==> src/rtl/muldiv_ctrl.sv <==
// Iterative mult/multu/div/divu sequencer owning HI/LO; 33 cycles from start edge to result.
// No backpressure: start is ignored while busy, and cancel aborts without touching HI/LO.
module muldiv_ctrl #(
    parameter int XLEN = 32
) (
    input  logic            clk,
    input  logic            reset,
    input  logic            start,
    input  logic [1:0]      op,
    input  logic [XLEN-1:0] rs_val,
    input  logic [XLEN-1:0] rt_val,
    input  logic            cancel,
    input  logic            wr_hi,
    input  logic            wr_lo,
    input  logic [XLEN-1:0] wr_data,
    output logic            busy,
    output logic            done,
    output logic            div_zero,
    output logic [XLEN-1:0] hi,
    output logic [XLEN-1:0] lo
);
    typedef enum logic [1:0] {IDLE, RUN, FIX} state_t;

    state_t              state_q, state_d;
    logic [4:0]          cnt_q, cnt_d;
    logic                is_div_q, is_div_d;
    logic                neg_q, neg_d;
    logic                rneg_q, rneg_d;
    logic                dz_q, dz_d;
    logic [XLEN-1:0]     rs_q, rs_d;
    logic [XLEN-1:0]     b_q, b_d;
    logic [2*XLEN-1:0]   p_q, p_d;
    logic                busy_q, busy_d;
    logic                done_q, done_d;
    logic                div_zero_q, div_zero_d;
    logic [XLEN-1:0]     hi_q, hi_d;
    logic [XLEN-1:0]     lo_q, lo_d;

    logic [XLEN-1:0]     abs_rs, abs_rt;
    logic [XLEN:0]       msum;
    logic [XLEN:0]       dsh;
    logic [XLEN-1:0]     ddiff;
    logic                dge;
    logic [2*XLEN-1:0]   prod;
    logic [XLEN-1:0]     quot, rem;

    always_comb begin
        abs_rs = (!op[0] && rs_val[XLEN-1]) ? -rs_val : rs_val;
        abs_rt = (!op[0] && rt_val[XLEN-1]) ? -rt_val : rt_val;

        // Shift-add step: {acc, mplier} >> 1 with the carry of acc + mcand.
        msum  = {1'b0, p_q[2*XLEN-1:XLEN]} + (p_q[0] ? {1'b0, b_q} : {(XLEN+1){1'b0}});
        // Restoring step: remainder shifted left with the next dividend bit.
        dsh   = p_q[2*XLEN-1:XLEN-1];
        dge   = (dsh >= {1'b0, b_q});
        ddiff = dsh[XLEN-1:0] - b_q;

        prod = neg_q  ? -p_q              : p_q;
        quot = neg_q  ? -p_q[XLEN-1:0]    : p_q[XLEN-1:0];
        rem  = rneg_q ? -p_q[2*XLEN-1:XLEN] : p_q[2*XLEN-1:XLEN];

        state_d    = state_q;
        cnt_d      = cnt_q;
        is_div_d   = is_div_q;
        neg_d      = neg_q;
        rneg_d     = rneg_q;
        dz_d       = dz_q;
        rs_d       = rs_q;
        b_d        = b_q;
        p_d        = p_q;
        done_d     = 1'b0;
        div_zero_d = div_zero_q;
        hi_d       = hi_q;
        lo_d       = lo_q;

        case (state_q)
            IDLE: begin
                if (wr_hi) hi_d = wr_data;
                if (wr_lo) lo_d = wr_data;
                if (start && !cancel) begin
                    is_div_d = op[1];
                    neg_d    = !op[0] && (rs_val[XLEN-1] ^ rt_val[XLEN-1]);
                    rneg_d   = !op[0] && rs_val[XLEN-1];
                    dz_d     = op[1] && (rt_val == '0);
                    rs_d     = rs_val;
                    // Multiply keeps the multiplier in the low half; divide keeps the dividend there.
                    b_d      = op[1] ? abs_rt : abs_rs;
                    p_d      = {{XLEN{1'b0}}, (op[1] ? abs_rs : abs_rt)};
                    cnt_d    = '0;
                    state_d  = RUN;
                end
            end
            RUN: begin
                if (cancel) begin
                    state_d = IDLE;
                end else begin
                    if (is_div_q)
                        p_d = {(dge ? ddiff : dsh[XLEN-1:0]), p_q[XLEN-2:0], dge};
                    else
                        p_d = {msum, p_q[XLEN-1:1]};
                    cnt_d = cnt_q + 5'd1;
                    if (cnt_q == 5'(XLEN-1)) state_d = FIX;
                end
            end
            FIX: begin
                state_d = IDLE;
                if (!cancel) begin
                    done_d     = 1'b1;
                    div_zero_d = dz_q;
                    if (!is_div_q) begin
                        hi_d = prod[2*XLEN-1:XLEN];
                        lo_d = prod[XLEN-1:0];
                    end else if (dz_q) begin
                        hi_d = rs_q;
                        lo_d = '1;
                    end else begin
                        hi_d = rem;
                        lo_d = quot;
                    end
                end
            end
            default: state_d = IDLE;
        endcase

        busy_d = (state_d != IDLE);
    end

    always_ff @(posedge clk or posedge reset) begin
        if (reset) begin
            state_q    <= IDLE;
            cnt_q      <= '0;
            is_div_q   <= 1'b0;
            neg_q      <= 1'b0;
            rneg_q     <= 1'b0;
            dz_q       <= 1'b0;
            rs_q       <= '0;
            b_q        <= '0;
            p_q        <= '0;
            busy_q     <= 1'b0;
            done_q     <= 1'b0;
            div_zero_q <= 1'b0;
            hi_q       <= '0;
            lo_q       <= '0;
        end else begin
            state_q    <= state_d;
            cnt_q      <= cnt_d;
            is_div_q   <= is_div_d;
            neg_q      <= neg_d;
            rneg_q     <= rneg_d;
            dz_q       <= dz_d;
            rs_q       <= rs_d;
            b_q        <= b_d;
            p_q        <= p_d;
            busy_q     <= busy_d;
            done_q     <= done_d;
            div_zero_q <= div_zero_d;
            hi_q       <= hi_d;
            lo_q       <= lo_d;
        end
    end

    assign busy     = busy_q;
    assign done     = done_q;
    assign div_zero = div_zero_q;
    assign hi       = hi_q;
    assign lo       = lo_q;
endmodule

==> config.mk <==
export PLATFORM = sky130hd
export DESIGN_NAME = muldiv_ctrl
export DESIGN_NICKNAME = d
export VERILOG_FILES = /design/src/rtl/muldiv_ctrl.sv
export SDC_FILE = /design/constraint.sdc
export NUM_CORES = 1
export LEC_CHECK = 0
export BUFFER_PORTS_ARGS = -buffer_cell sky130_fd_sc_hd__buf_2
export CAP_MARGIN = 20
export CORE_MARGIN = 3
export CORE_UTILIZATION = 60
export DETAILED_ROUTE_END_ITERATION = 8
export PLACE_DENSITY_LB_ADDON = 0.25
export SYNTH_ARGS = -nofsm -noshare
export SYNTH_HDL_FRONTEND = slang
export SYNTH_SLANG_ARGS = --single-unit
export TNS_END_PERCENT = 1
==> constraint.sdc <==
create_clock -name clk -period 8.5 [get_ports clk]
set_input_delay 0.85 -clock clk [delete_from_list [all_inputs] [get_ports clk]]
set_output_delay 0.85 -clock clk [all_outputs]
set_load 0.03 [all_outputs]
==> results.toml <==
[clock_tree]
clockRootBuffer = "clkbuf_16"
cts_tree = "done"
cts.sinks = 206
hold_buffers = 0
clockBufferDepth = 3
numCtsBuffers = 24
cts_setup_buffers = 0
clkSlewWorstSetupHoldPaths_ns = 0.06
cts_resized = 0
clkLatencyLatePin_ns = 0.55
h-tree-depth = 1

[grt]
grt_overflow = 0
antenna_found_initial = 3
grt_first_pass_wirelength_mm = 98.7
track_usage = 0.409
grt_pass1_vias = 16300
grt_max_degree = 109

[sta]
clock_skew_ns = 0.0223
maxSlewHeadroom = 0.268
drv_slew = 0
hold_viol = 0
worst_pin_slew_ns = 1.09
setup_violations = 0
fmax_mhz = 237
fin_crit_sh = 0.496
tns_ns = 0
min_period_ns = 4.22
rsz0062_at_grt = "false"

[detailed_routing]
vias = 18300
wl_mm = 65.3
routedWlPerCell_um = 24.2
avgViaCountPerCell = 6.76
drc = 0
first_pass_iters = 7
ant_nets = 0
dr.first_iter.drc_count = 2774

[synth]
synthMostInstantiatedCell = "nand2_1"
syn_avg_cell_area_sq_um = 7.69
netlist_area_sq_um = 17300
netlist_top_cells_area = "dfrtp_1 30%, nand2_1 6.6%, a21oi_1 6.4%"
synth_edf_count = 0
synth_top_area_frac = 0.299
syn_inst = 2245
ys_seq_area_frac = 0.299
ys_types = 86
synth.largest_area_cell = "dfrtp_1"
synth_commonest_cells = "303 x nand2_1, 222 x a21oi_1, 216 x nor2_1"
yosys_warnings = 0
synth_seq_cells = 206
synth_async_sr_flop_share = 1.00
synth_fp_nets = 2421
synthFlopType = "dfrtp_1"

[pwr]
p_sw_frac = 0.480
power.total_mw = 6.11
net-switching-power_mw = 2.93
p_int_mw = 3.18
p_leak_nw = 8.47
power.density_nw_per_um2 = 321
seq_power_share = 0.269
peakVddDrop_v = 0.000187
p_clk_frac = 0.191
p_comb_frac = 0.540

[run_status]
outcome = "finished, final reports clean"

[place]
portBuffers = 170
dp_hpwl_mm = 48.9
place_congestion = 1.01
placed_cell_area_sq_um = 18200

[die]
fp.dieH_um = 176
core_sq_um = 28100
die_w_um = 176
io_pins = 171
row_count = 61
dieArea_sq_um = 30800
start_util = 0.614

[setup_path]
path_max_fanout = 20
crit_path_cell_trace = "ha_1 > nand3_1 > a21oi_1 > o31a_1 > o221ai_1 > o211a_1 > o21ai_2 > buf_4 > mux2_2 > a22oi_1 > nand3b_1"
cp.arrival_ns = 4.63
startpoint_type = "flip-flop"
critical_path_class = "reg -> reg"
slowest_stage = "o21ai_2"
crit_path_end_kind = "flip-flop"
slowest_delay_ns = 0.81
required_ns = 8.92

[finish]
nets = 2481
area_growth_syn_to_layout_pct = 10.4
drive_above_1_share = 0.120
final_area_sq_um = 19000

[min_path]
hp-class = "in -> async"

[job]
maxCapViolCount = 0
per-layer routing:
layer	global-route usage	vias to the layer above	wire length, um
met5	0	-	27
li1	-	8156	-
met4	0.131	4	2590
met1	0.602	8689	26700
met3	0.0932	170	8610
met2	0.597	1258	27400
sequential cells by signal (all words and copies together), names as in the netlist:
signal and flops:
b_q 32, busy 1, cnt_q 5, div_zero 1
done 1, dz_q 1, hi 32, is_div_q 1
lo 32, neg_q 1, p_q 64, rneg_q 1
rs_q 32, state_q 2
final timing paths:
path	start	slack, ns	to	cells after the start
min in group clk	lo[25]	0.48	lo[25]	2
min reg2reg	lo[25]	0.48	lo[25]	2
max	p_q[34]	4.28	p_q[57]	11
max in group asynchronous	reset	5.96	is_div_q	4
min	reset	0.44	lo[3]	2
max reg2reg	p_q[34]	4.28	p_q[57]	11
cell type report:
type | instances | area (sq um)
clock buffer | 32 | 651
clock inverter | 12 | 229
tap | 378 | 473
timing repair buffer | 194 | 1030
fill | 2477 | 9040
multi-input combinational | 1809 | 11200
antenna | 1 | 2.50
inverter | 70 | 270
sequential | 206 | 5160
through the flow:
stage	utilization	hold slack [ns]	worst slack (ns)	instances
after floorplan	-	0.440	2.03	2245
after global placement	0.646	0.459	4.46	2655
after detailed placement	0.646	0.461	4.44	2656
after CTS	0.678	0.474	4.40	2700
after global routing	0.678	0.498	4.12	2701
final	0.678	0.438	4.28	2702
logic make-up after synthesis:
group / after synthesis / share of synthesized area
muxes: 76 / 0.0446
AOI/OAI and AO/OA: 731 / 0.262
DFF: 206 / 0.299
xor gates and xnor gates: 172 / 0.0873
adders and majority gates: 72 / 0.0531
buffers and inverters: 230 / 0.0518
and+or+nand+nor: 758 / 0.202
cells in the final DEF, fill, tap and decap left out, types with 12 or more instances in the layout:
master / netlist / routed
o21bai_1: 12 / 12
a21o_1: 30 / 30
a22o_1: 13 / 13
xnor2_1: 121 / 121
nand2b_1: 21 / 21
buf_2: 12 / 170
o31ai_1: 27 / 27
o22ai_1: 42 / 42
dfrtp_1: 206 / 205
clkbuf_16: 0 / 24
ha_1: 70 / 70
nand4_1: 12 / 12
o21ai_0: 191 / 191
a31oi_1: 22 / 22
a211oi_1: 25 / 25
mux2i_1: 69 / 69
nor4_1: 19 / 19
o211ai_1: 39 / 39
and3_1: 14 / 14
or4_1: 15 / 15
inv_1: 68 / 67
o41ai_1: 13 / 13
xor2_1: 51 / 51
buf_4: 2 / 23
nor2b_1: 16 / 15
nor3_1: 35 / 35
nor2_1: 216 / 214
nand2_1: 303 / 303
o21a_1: 14 / 14
or3_1: 19 / 19
a21oi_1: 222 / 221
nand3_1: 36 / 36
power groups by stage:
stage | registers (mW) | clock network [mW] | logic, mW
final | 1.64 | 1.17 | 3.30
after floorplan | 1.49 | 0 | 2.36
after global routing | 1.66 | 1.21 | 3.57
after global placement | 1.62 | 0 | 3.15
after CTS | 1.61 | 1.17 | 3.20
after detailed placement | 1.63 | 0 | 3.17
worst max-delay path: cells and delay by family (launching register included):
family                     cells  cell delay, ns
and+or+nand+nor                2            0.19
AOI/OAI and AO/OA              6            2.09
DFF                            1            0.52
buffers and inverters          1            0.43
adders and majority gates      1            0.46
muxes                          1            0.38
(Power assumes the default switching activity.)
